$ cat src/rtl/led_pulse_stretcher.sv
// led_pulse_stretcher
// Turns single-cycle event strobes into visible LED blinks. Each event gives
// one ON_CYCLES-long blink followed by an OFF_CYCLES-long low gap. Events that
// arrive during a blink or gap are queued in a saturating counter and replayed
// back to back.
//
// Ports:
//   clk          - system clock, rising edge
//   rst          - synchronous reset, active low
//   trigger      - event strobe, one event per cycle sampled high
//   overflow_clr - clears the sticky overflow flag
//   out          - LED drive (registered)
//   busy         - high while not idle (registered)
//   pending      - queued event count (registered)
//   overflow     - sticky flag, an event was dropped (registered)
module led_pulse_stretcher #(
    parameter int unsigned ON_CYCLES   = 10_000_000,
    parameter int unsigned OFF_CYCLES  = 5_000_000,
    parameter int unsigned MAX_PENDING = 7
) (
    input  logic                                 clk,
    input  logic                                 rst,
    input  logic                                 trigger,
    input  logic                                 overflow_clr,
    output logic                                 out,
    output logic                                 busy,
    output logic [$clog2(MAX_PENDING+1)-1:0]     pending,
    output logic                                 overflow
);

    localparam int unsigned MAX_CYC = (ON_CYCLES > OFF_CYCLES) ? ON_CYCLES : OFF_CYCLES;
    localparam int unsigned TW      = $clog2(MAX_CYC + 1);
    localparam int unsigned PW      = $clog2(MAX_PENDING + 1);
    localparam int unsigned EW      = PW + 1;

    typedef enum logic [1:0] {
        ST_IDLE = 2'd0,
        ST_ON   = 2'd1,
        ST_GAP  = 2'd2
    } state_t;

    state_t          r_state;
    logic [TW-1:0]   r_timer;
    logic [PW-1:0]   r_pending;
    logic            r_overflow;
    logic            r_out;
    logic            r_busy;

    state_t          w_state_nxt;
    logic [TW-1:0]   w_timer_nxt;
    logic [PW-1:0]   w_pending_nxt;
    logic            w_overflow_nxt;
    logic            w_ovf_set;
    logic            w_last_on;
    logic            w_last_gap;
    logic [EW-1:0]   w_eff;

    // State, timer and all outputs register together
    always_ff @(posedge clk) begin
        if (!rst) begin
            r_state    <= ST_IDLE;
            r_timer    <= '0;
            r_pending  <= '0;
            r_overflow <= 1'b0;
            r_out      <= 1'b0;
            r_busy     <= 1'b0;
        end else begin
            r_state    <= w_state_nxt;
            r_timer    <= w_timer_nxt;
            r_pending  <= w_pending_nxt;
            r_overflow <= w_overflow_nxt;
            r_out      <= (w_state_nxt == ST_ON);
            r_busy     <= (w_state_nxt != ST_IDLE);
        end
    end

    // Next-state, queue and overflow logic
    always_comb begin
        w_state_nxt   = r_state;
        w_pending_nxt = r_pending;
        w_ovf_set     = 1'b0;
        w_last_on     = (r_timer == TW'(ON_CYCLES - 1));
        w_last_gap    = (r_timer == TW'(OFF_CYCLES - 1));
        // Queue depth as seen in the final gap cycle, including this cycle's event
        w_eff         = {1'b0, r_pending} + EW'(trigger);

        case (r_state)
            ST_IDLE: begin
                if (trigger) begin
                    w_state_nxt = ST_ON;
                end
            end
            ST_ON: begin
                if (trigger) begin
                    if (r_pending == PW'(MAX_PENDING)) begin
                        w_ovf_set = 1'b1;
                    end else begin
                        w_pending_nxt = r_pending + PW'(1);
                    end
                end
                if (w_last_on) begin
                    w_state_nxt = ST_GAP;
                end
            end
            ST_GAP: begin
                if (w_last_gap) begin
                    // One slot is consumed by the next blink, so nothing drops here
                    if (w_eff != '0) begin
                        w_state_nxt   = ST_ON;
                        w_pending_nxt = PW'(w_eff - EW'(1));
                    end else begin
                        w_state_nxt   = ST_IDLE;
                    end
                end else if (trigger) begin
                    if (r_pending == PW'(MAX_PENDING)) begin
                        w_ovf_set = 1'b1;
                    end else begin
                        w_pending_nxt = r_pending + PW'(1);
                    end
                end
            end
            default: begin
                w_state_nxt = ST_IDLE;
            end
        endcase

        // A new drop beats a same-cycle clear
        if (w_ovf_set) begin
            w_overflow_nxt = 1'b1;
        end else if (overflow_clr) begin
            w_overflow_nxt = 1'b0;
        end else begin
            w_overflow_nxt = r_overflow;
        end

        // Timer restarts on every state entry and idles at zero
        if ((w_state_nxt != r_state) || (r_state == ST_IDLE)) begin
            w_timer_nxt = '0;
        end else begin
            w_timer_nxt = r_timer + TW'(1);
        end
    end

    assign out      = r_out;
    assign busy     = r_busy;
    assign pending  = r_pending;
    assign overflow = r_overflow;

endmodule

$ cat config.mk
export PLATFORM = sky130hd
export DESIGN_NAME = led_pulse_stretcher
export DESIGN_NICKNAME = d
export VERILOG_FILES = /design/src/rtl/led_pulse_stretcher.sv
export SDC_FILE = /design/constraint.sdc
export NUM_CORES = 1
export LEC_CHECK = 0
export BUFFER_PORTS_ARGS = -buffer_cell sky130_fd_sc_hd__buf_2
export CAP_MARGIN = 10
export CORE_AREA = 2 2 70 72
export CTS_CLUSTER_SIZE = 8
export DETAILED_ROUTE_END_ITERATION = 10
export DIE_AREA = 0 0 72 74
export REMOVE_ABC_BUFFERS = 1
export SYNTH_ARGS = -nofsm -noshare
export SYNTH_HDL_FRONTEND = slang
export SYNTH_SLANG_ARGS = --single-unit
$ cat constraint.sdc
create_clock -name clk -period 2.7 [get_ports clk]
set_input_delay 0.27 -clock clk [delete_from_list [all_inputs] [get_ports clk]]
set_output_delay 0.27 -clock clk [all_outputs]
set_load 0.05 [all_outputs]
==> qor.yml <==
status:
  outcome: "finished, final reports clean"
clock_tree:
  clk_latency_ps: 290
  clk_pin_slew_ps: 70
  cts_resized: 0
  post-cts-setup-buffers: 0
  h-tree-depth: 2
  cts_hold_buf: 0
  cts.path.max_buffers: 2
  numCtsBuffers: 5
  cts_tree: "built"
  root_buffer: "clkbuf_8"
  clock-sinks: 32
sta:
  min_period_ps: 2232
  timing.final.crit_share_pct: 82.65
  skew_ps: 7.715
  fmax_mhz: 448.1
  setup_viol_count_final: 0
  tns_ps: 0
  finalMaxSlewViolations: 0
  rsz0062_at_grt: "no"
  worst_pin_slew_ps: 719.4
  final_hold_viol_count: 0
  slew_headroom_pct: 51.67
yosys:
  synthMuxAreaShare_pct: 1.016
  synthFlopType: "dfxtp_1"
  syn_inst: 221
  ys_warn_count: 0
  synth-compound-area-share_pct: 15.37
  synthAdderAreaFrac_pct: 5.714
  synthesis.area_um2: 1971
  synth-edff-count: 0
  synth.distinct_cells: 56
  synth-seq-cells: 32
  synth_simple_gate_area_share_pct: 30.86
  synth_xor_xnor_area_share_pct: 10.22
  syn_avg_cell_area_um2: 8.917
  ys_async_sr_fraction_pct: 0
  synth_top_family_by_area: "simple AND/OR/NAND/NOR gates"
  ys_seq_area_share_pct: 32.51
power_and_ir_drop:
  max-vdd-ir-drop_uv: 237.6
  p_per_area_nw_per_um2: 456.1
  power.total_mw: 0.9902
  p_leak_nw: 0.7565
layout:
  final_nets: 248
  fillers: 470
  final_cells: 290
  final-seq-area_um2: 640.6
  area_delta_synth_final_pct: 10.16
  multi_input_area_um2: 1245
  post-route-cell-area_um2: 2171
  antenna-diode-count: 0
  drive_gt1_share_pct: 16.53
floorplan:
  start_util_pct: 42.86
  core_region_area_um2: 4598
  io_pins: 10
  die_h_um: 74
  rows: 25
  die_x_um: 72
  die-area_um2: 5328
setup_path:
  crit_fanout: 9
  worstPathRequired_ps: 2850
  cp.arrival_ps: 2380
  crit_path_start_kind: "flip-flop"
  critical_path.startpoint: "pending[0]$_SDFFE_PN0P_"
  critPathKind: "reg2reg"
  critPathCaptureType: "flip-flop"
  r2r_start: "pending[0]$_SDFFE_PN0P_"
run:
  drv_cap: 0
routing:
  vias_per_cell: 5.810
  totalWireLength_um: 4667
  remaining_drc_errors: 0
  num_vias: 1685
  postRouteAntennaNets: 0
  dr.first_iter.drc_count: 92
  dr.pass1.iters: 4
  routedWlPerCell_um: 16.09
grt:
  grt_start_max_net_pins: 13
  grt_pass1_wl_um: 7941
  antenna_found_initial: 0
  grt_util_met2_pct: 32.30
  grt.busiest_layer: "met2"
  overflow: 0
  grt_use_met1_pct: 24.15
  use_met3_pct: 4.743
  grt_util_all_layers_pct: 19.34
  grt_pass1_vias: 1667
placement:
  numPortBuffers: 9
  gp_congestion: 0.8233
  place_area_um2: 2077
  dpl.cell_count: 282
  dp_hpwl_um: 3330
hold_path:
  hp-class: "in2reg"
  hold_start: "overflow_clr"
-- synthesized netlist by cell type (2+ instances only) --
master	count	area share [%]
dfxtp_1	32	33
a21oi_1	18	4.6
nand2_1	14	2.7
nor3_1	13	3.3
nand3_1	12	3.0
xnor2_1	12	5.3
xor2_1	11	4.9
ha_1	9	5.7
inv_1	9	1.7
nand4_1	8	2.5
nor2_1	7	1.3
and3_1	6	1.9
nor4_1	4	1.3
o21ai_0	4	1.0
a21boi_0	3	1.1
a41oi_1	3	1.3
clkbuf_1	3	0.57
nand4b_1	3	1.3
a211oi_1	2	0.76
a31o_2	2	0.89
and3_2	2	0.76
buf_6	2	1.1
mux2i_1	2	1.0
nand3b_1	2	0.76
nor2b_1	2	0.63
nor3b_1	2	0.76
nor4_4	2	2.2
nor4bb_1	2	1.0
or2_2	2	0.63
or4b_4	2	1.4
-- critical path: stages (launching register included) --
cell and delay (ps):
dfxtp_1 360, ha_1 210, ha_1 270, inv_1 40, ha_1 200, a2111oi_0 380, a22oi_1 200, o21ai_2 140
buf_4 210, a21oi_1 80
-- where the power goes --
part	internal [mW]	leakage [nW]	switching [mW]	total, mW
clock network	0.207	0.0445	0.187	0.394
registers	0.480	0.259	0.00924	0.489
logic	0.0377	0.453	0.0695	0.107
-- layer usage --
| layer | wire length [µm] | up-vias | part of all wire (%) |
|---|---|---|---|
| met5 | 0 | - | 0 |
| li1 | - | 852 | - |
| met3 | 154 | 10 | 3.3 |
| met1 | 2179 | 787 | 47 |
| met4 | 85 | 0 | 1.8 |
| met2 | 2248 | 36 | 48 |
-- area by class of cell --
class,count,share of cell area (%)
clock buffers,7,3.977
clock inverters,1,0.3458
inverters,9,1.556
multi-input cells,172,57.35
flip-flops and latches,32,29.51
well taps,54,3.112
repair buffers,15,4.150
-- state kept, by name, summed over array words and instances (netlist names) --
name	cells
overflow	1
r_state	2
r_timer	24
busy	1
pending	3
out	1
-- kinds of logic (layout without fill, tap and decap cells) --
group	Yosys count	in the layout
AND/OR/NAND/NOR	94	94
AO/OA/AOI/OAI	44	44
flip-flops	32	32
XOR/XNOR	23	23
buffers and inverters	17	32
adder cells (fa/ha/maj)	9	9
multiplexers	2	2
-- cell usage in the layout, fill, tap and decap left out, types with 2 or more instances in the layout --
cell type / count
inv_1: 9
nor4_4: 2
ha_1: 9
xnor2_1: 12
nand2_1: 14
or4b_4: 2
o21ai_0: 4
nor2_1: 7
nand3b_1: 2
nor2b_1: 2
xor2_1: 11
a21boi_0: 3
buf_4: 6
mux2i_1: 2
and3_1: 6
nand4_1: 8
a31o_2: 2
a41oi_1: 3
buf_2: 9
or2_2: 2
a21oi_1: 18
a211oi_1: 2
nand3_1: 12
nor3_1: 13
dfxtp_1: 32
nor4_1: 4
nand4b_1: 3
and3_2: 2
nor3b_1: 2
nor4bb_1: 2
clkbuf_8: 6
-- metrics by stage --
step | utilization [%] | worst slack (ps) | hold slack [ps]
2_1_floorplan | - | 235.0 | 409.3
3_5_place_dp | 45.17 | 446.1 | 476.9
4_1_cts | 47.21 | 469.2 | 255.3
6_report | 47.21 | 468.5 | 250.1
3_3_place_gp | 45.17 | 473.0 | 467.6
5_1_grt | 47.21 | 305.2 | 281.5
-- final timing paths --
check,endpoint,slack (ps),cells after the start
max,r_timer[14]$_SDFF_PP0_,470,9
max reg2reg,r_timer[14]$_SDFF_PP0_,470,9
min,overflow$_SDFFE_PN0P_,250,3
min reg2reg,overflow$_SDFFE_PN0P_,500,2
(Power assumes the default switching activity.)
